<file path="src/rtl/instr_encoder_loader.sv">
// instr_encoder_loader
//   Assembles 32-bit MIPS instruction words from symbolic requests and writes
//   them into instruction memory at a self-incrementing word address. It sits
//   between the boot/test loader and the IM write port.
// Ports
//   clk, rst            clock, synchronous active-high reset
//   start               synchronous restart of pointer/count/full
//   in_valid/in_ready   request handshake (transfer when both high)
//   is_r, sel           R-type FUNC (is_r=1) or OP (is_r=0)
//   rs, rt, rd, shamt   register / shift fields
//   imm, target         immediate and jump target fields
//   im_we/addr/wdata    IM write port (one strobe per legal request)
//   count, full         words written since reset/start, capacity reached
//   err                 one-cycle pulse for a rejected (illegal) request
module instr_encoder_loader #(
  parameter int ADDR_W    = 10,
  parameter int BASE_ADDR = 0
) (
  input  logic              clk,
  input  logic              rst,
  input  logic              start,
  input  logic              in_valid,
  output logic              in_ready,
  input  logic              is_r,
  input  logic [5:0]        sel,
  input  logic [4:0]        rs,
  input  logic [4:0]        rt,
  input  logic [4:0]        rd,
  input  logic [4:0]        shamt,
  input  logic [15:0]       imm,
  input  logic [25:0]       target,
  output logic              im_we,
  output logic [ADDR_W-1:0] im_addr,
  output logic [31:0]       im_wdata,
  output logic [ADDR_W:0]   count,
  output logic              full,
  output logic              err
);

  localparam logic [ADDR_W-1:0] BASE     = ADDR_W'(BASE_ADDR);
  // count value just before the final write; writing from here fills IM
  localparam logic [ADDR_W:0]   LAST_CNT = {1'b0, {ADDR_W{1'b1}}};

  typedef enum logic {IDLE, WRITE} state_t;

  state_t            state;
  logic [ADDR_W-1:0] ptr;
  logic              legal;
  logic [31:0]       word;
  logic              xfer;

  assign xfer = in_valid && in_ready;

  // Legality check and word assembly for the request currently presented.
  always_comb begin
    legal = 1'b0;
    word  = 32'h0;
    if (is_r) begin
      legal = sel inside {6'd0, 6'd2, 6'd3, 6'd4, 6'd6, 6'd7, 6'd8, 6'd12,
                          [6'd32:6'd39], 6'd42, 6'd43};
      case (sel)
        6'd0, 6'd2, 6'd3: word = {6'd0, 5'd0, rt, rd, shamt, sel};  // shift-imm: no rs
        6'd8:             word = {6'd0, rs, 15'd0, sel};             // JR: rs only
        6'd12:            word = 32'h0000_000C;                      // SYSCALL
        default:          word = {6'd0, rs, rt, rd, 5'd0, sel};
      endcase
    end else begin
      legal = sel inside {[6'd2:6'd15], 6'd32, 6'd33, 6'd35, 6'd36, 6'd37,
                          6'd40, 6'd41, 6'd43};
      case (sel)
        6'd2, 6'd3: word = {sel, target};
        6'd15:      word = {sel, 5'd0, rt, imm};                      // LUI
        6'd6, 6'd7: word = {sel, rs, 5'd0, imm};                      // BLEZ/BGTZ
        default:    word = {sel, rs, rt, imm};
      endcase
    end
  end

  always_ff @(posedge clk) begin
    if (rst) begin
      state    <= IDLE;
      ptr      <= BASE;
      count    <= '0;
      full     <= 1'b0;
      in_ready <= 1'b1;
      im_we    <= 1'b0;
      im_addr  <= BASE;
      im_wdata <= 32'h0;
      err      <= 1'b0;
    end else begin
      im_we <= 1'b0;
      err   <= 1'b0;
      if (start) begin
        // A write already on the port this cycle still lands; the pointer
        // and count restart instead of advancing. Concurrent transfers drop.
        state    <= IDLE;
        ptr      <= BASE;
        count    <= '0;
        full     <= 1'b0;
        in_ready <= 1'b1;
      end else begin
        case (state)
          IDLE: begin
            if (xfer) begin
              if (legal) begin
                state    <= WRITE;
                im_we    <= 1'b1;
                im_addr  <= ptr;
                im_wdata <= word;
                in_ready <= 1'b0;
              end else begin
                err <= 1'b1;
              end
            end
          end
          WRITE: begin
            state    <= IDLE;
            ptr      <= ptr + 1'b1;
            count    <= count + 1'b1;
            full     <= (count == LAST_CNT);
            // once full, stay closed until start/rst so the pointer never wraps
            in_ready <= (count != LAST_CNT);
          end
          default: state <= IDLE;
        endcase
      end
    end
  end

endmodule

</file>
<file path="config.mk">
export PLATFORM = sky130hd
export DESIGN_NAME = instr_encoder_loader
export DESIGN_NICKNAME = d
export VERILOG_FILES = /design/src/rtl/instr_encoder_loader.sv
export SDC_FILE = /design/constraint.sdc
export NUM_CORES = 1
export LEC_CHECK = 0
export ABC_AREA = 1
export CAP_MARGIN = 20
export CORE_AREA = 3 3 98 100
export DETAILED_ROUTE_END_ITERATION = 10
export DIE_AREA = 0 0 101 103
export PLACE_DENSITY = 0.76
export SYNTH_ARGS = -nofsm -noshare
export SYNTH_HDL_FRONTEND = slang
export SYNTH_SLANG_ARGS = --single-unit
</file>
<file path="constraint.sdc">
create_clock -name clk -period 1.28 [get_ports clk]
set_clock_uncertainty 0.05 [all_clocks]
set_input_delay 0.256 -clock clk [delete_from_list [all_inputs] [get_ports clk]]
set_output_delay 0.256 -clock clk [all_outputs]
set_load 0.005 [all_outputs]
</file>
==> run_results.csv <==
group,metric,value,unit
sta,layout_worst_path_cycle_share,1.171,
final_layout,multiInputGateArea,2248,µm²
die,die-area,10400,µm²
clock_tree,cts_made_buffers,9,
power,ir_worst_vdd,605.8,µV
clock_tree,clock_latency,360,ps
drt,drt_iter0_markers,368,
final_layout,fin_nets,889,
global_routing,antenna_found_initial,0,
sta,max_slew_margin,0.7743,
yosys,ys_seq_elements,67,
hold_path,min_from,"sel[5]",
die,rows,34,
place,dp_hpwl,8005,µm
place,placed_area,5301,µm²
final_layout,register_area,1385,µm²
drt,drt_wl_total,14890,µm
clock_tree,clk_pin_slew,80,ps
power,pwr-share-clk,0.349,
drt,wl_per_cell,16.07,µm
global_routing,grtUsageTotal,0.2484,
final_layout,syn_to_final_growth,78.72,%
sta,post-route-min-period,1499,ps
yosys,netlist_instances,614,
critical_path,cp-start-kind,"flop",
drt,wl_met2,7499,µm
place,io_buffers,129,
drt,wirelength_met1,5720,µm
critical_path,r2r_slack,-220,ps
final_layout,stdcell_area,6474,µm²
global_routing,grt_pass1_vias,4395,
clock_tree,htree_levels,3,
outcome,violations,"negative setup slack",
final_layout,fillers,631,
critical_path,r2r_end,"im_wdata[28]$_SDFFE_PP0P_",
drt,viasPerCell,5.096,
power,powerDensity,810.3,nW/µm²
critical_path,required,1520,ps
die,die_y,103,µm
die,io_pins,130,
die,start_util,0.4133,
critical_path,end_kind,"flop",
final_layout,diodes,0,
final_layout,layout_commonest_cell,"nand2_1",
critical_path,cp.arrival,1730,ps
sta,slew_viol_final,0,
outcome,outcome,"finished, violations left",
global_routing,grt_max_degree,34,
die,core-area,8763,µm²
sta,worst_slack,-218.7,ps
hold_path,hold_path.class,"in2reg",
power,internal_power,3.692,mW
yosys,synth_nets,689,
critical_path,r2r_start,"im_we$_SDFF_PP0_",
job,maxCapViolations,0,
clock_tree,clk_root_buffer_cell,"clkbuf_8",
drt,antenna_left,0,
sta,timing.fmax,667.2,MHz
yosys,yosys_warnings,0,
sta,fin_setup_tns,-3863,ps
critical_path,ff2ff_path_depth,10,
die,die_w,101,µm
final_layout,final_layout_size_suffix_gt1_frac,0.3016,
drt,firstDrtPassIters,6,
power,p_comb_frac,0.232,
critical_path,worstPathMaxFanout,7,
sta,fin_hold_ws,182.7,ps
sta,rsz0062_at_grt,"true",
global_routing,overflow,0,
hold_path,min_to,"im_wdata[31]$_SDFFE_PP0P_",
final_layout,layout_common_cells,"nand2_1 (192), inv_1 (73), nor2_1 (69), clkdlybuf4s50_1 (63), buf_4 (54)",
place,gp_congestion,0.8499,
drt,num_vias,4724,
drt,met3_length,991,µm
sta,worst_slew_pin_slew,337.3,ps
power,power_frac_seq,0.419,
yosys,syn_area,3622,µm²
yosys,netlist-cell-type-count,26,
yosys,ys_seq_area_frac,0.3703,
power,switching_share,0.2963,
hold_path,holdPathStages,3,
critical_path,critPathKind,"reg2reg",
global_routing,grt_pass1_wl,20430,µm
yosys,syn_area_per_cell,5.899,µm²
power,total_leakage_power,3.185,nW
clock_tree,cts_sinks,67,
clock_tree,cts_tree,"done",
sta,hold_viol,0,
drt,highest_layer,"met4",
power,switching_power,1.554,mW
drt,drcViolationCount,0,
power,p_total,5.246,mW
sta,setup_viol,41,
clock_tree,clockBufferDepth,2,
place,place_ws,-709.5,ps
how the worst max path moves through the flow:
| stage | startpoint | to | slack, ps |
|---|---|---|---|
| global route | im_we$_SDFF_PP0_ | im_wdata[28]$_SDFFE_PP0P_ | -290 |
| floorplan | sel[4] | im_wdata[12]$_SDFFE_PP0P_ | 9 |
| finish | im_we$_SDFF_PP0_ | im_wdata[28]$_SDFFE_PP0P_ | -220 |
| detailed placement | sel[3] | im_wdata[29]$_SDFFE_PP0P_ | -710 |
| CTS | in_ready$_SDFFE_PP1P_ | im_wdata[28]$_SDFFE_PP0P_ | -120 |
| global placement | sel[4] | im_wdata[3]$_SDFFE_PP0P_ | -650 |
synth_stat cells:
cell type  number  area [µm²]
nand2_2         1       6.260
dfxtp_1        67        1341
nand3_1        31       155.2
inv_1          83       311.6
a41oi_1         1       8.760
o21ai_1         6       30.03
o211ai_1        1       7.510
nand2_1       229       859.6
buf_4           1       7.510
nor2_2          3       18.77
nor3_1          7       35.03
buf_2           7       35.03
buf_1           2       7.510
a21oi_1        24       120.1
xnor2_1         1       8.760
clkbuf_1       12       45.04
ha_1            2       25.02
nand4_1         2       12.51
nor2_4          1       11.26
nor2_1         97       364.1
o21ai_0        26       130.1
inv_2           3       11.26
nor3b_1         1       7.510
nand3_2         1       10.01
a211oi_1        1       7.510
buf_6           4       45.04
per-stage QoR:
| stage | std cells | util |
|---|---|---|
| finish | 927 | 0.7387 |
| detailed placement | 866 | 0.6049 |
| global placement | 866 | 0.6049 |
| CTS | 916 | 0.7036 |
| floorplan | 614 | - |
| global route | 927 | 0.7387 |
timing repair:
action	CTS	global route
hold buffers	0	0
endpoints found under the setup margin	108	74
resized for setup	215	89
pin swaps	34	22
buffers inserted	23	12
gates cloned	11	0
metal layers:
layer,track usage,vias to the layer above
li1,-,2268
met1,0.2848,2174
met2,0.4395,217
met3,0.05616,65
met4,0.1155,0
met5,0,-
worst max-delay path, stage by stage, from the launching register on:
cell	delay [ps]
dfxtp_2	340
nor2_2	110
nand2_2	70
inv_2	60
nand3_4	100
buf_6	140
buf_6	130
buf_16	150
nand2_1	90
inv_1	60
nor2_1	120
cells by family (layout without fill, tap and decap cells):
logic type,Yosys count,in the layout,synth area share
DFF,67,67,0.3703
adders and majority gates,2,2,0.006907
buffers and inverters,112,317,0.1278
AOI/OAI and AO/OA,59,59,0.08394
xor gates and xnor gates,1,1,0.002418
and+or+nand+nor,373,373,0.4086
state kept, by name, summed over array words and instances, names as in the netlist:
| signal | count |
|---|---|
| im_wdata | 32 |
| count | 11 |
| im_addr | 10 |
| ptr | 10 |
| err | 1 |
| full | 1 |
| im_we | 1 |
| in_ready | 1 |
final cells by class:
| cell class | count | share of cell area |
|---|---|---|
| clock buffers | 10 | 0.01971 |
| clock inverters | 6 | 0.01005 |
| repair buffers | 215 | 0.3382 |
| flip-flops and latches | 67 | 0.2140 |
| inverters | 86 | 0.04986 |
| multi-input cells | 435 | 0.3473 |
| well taps | 108 | 0.02087 |
power by group through the flow:
| stage | clock network [mW] | registers, mW | logic (mW) |
|---|---|---|---|
| CTS | 1.82 | 2.20 | 1.14 |
| detailed placement | 0 | 2.25 | 0.975 |
| global placement | 0 | 2.25 | 0.956 |
| finish | 1.83 | 2.20 | 1.22 |
| global route | 1.92 | 2.21 | 1.31 |
| floorplan | 0 | 2.25 | 0.422 |
Note: power is estimated with default switching activity, not from simulation.
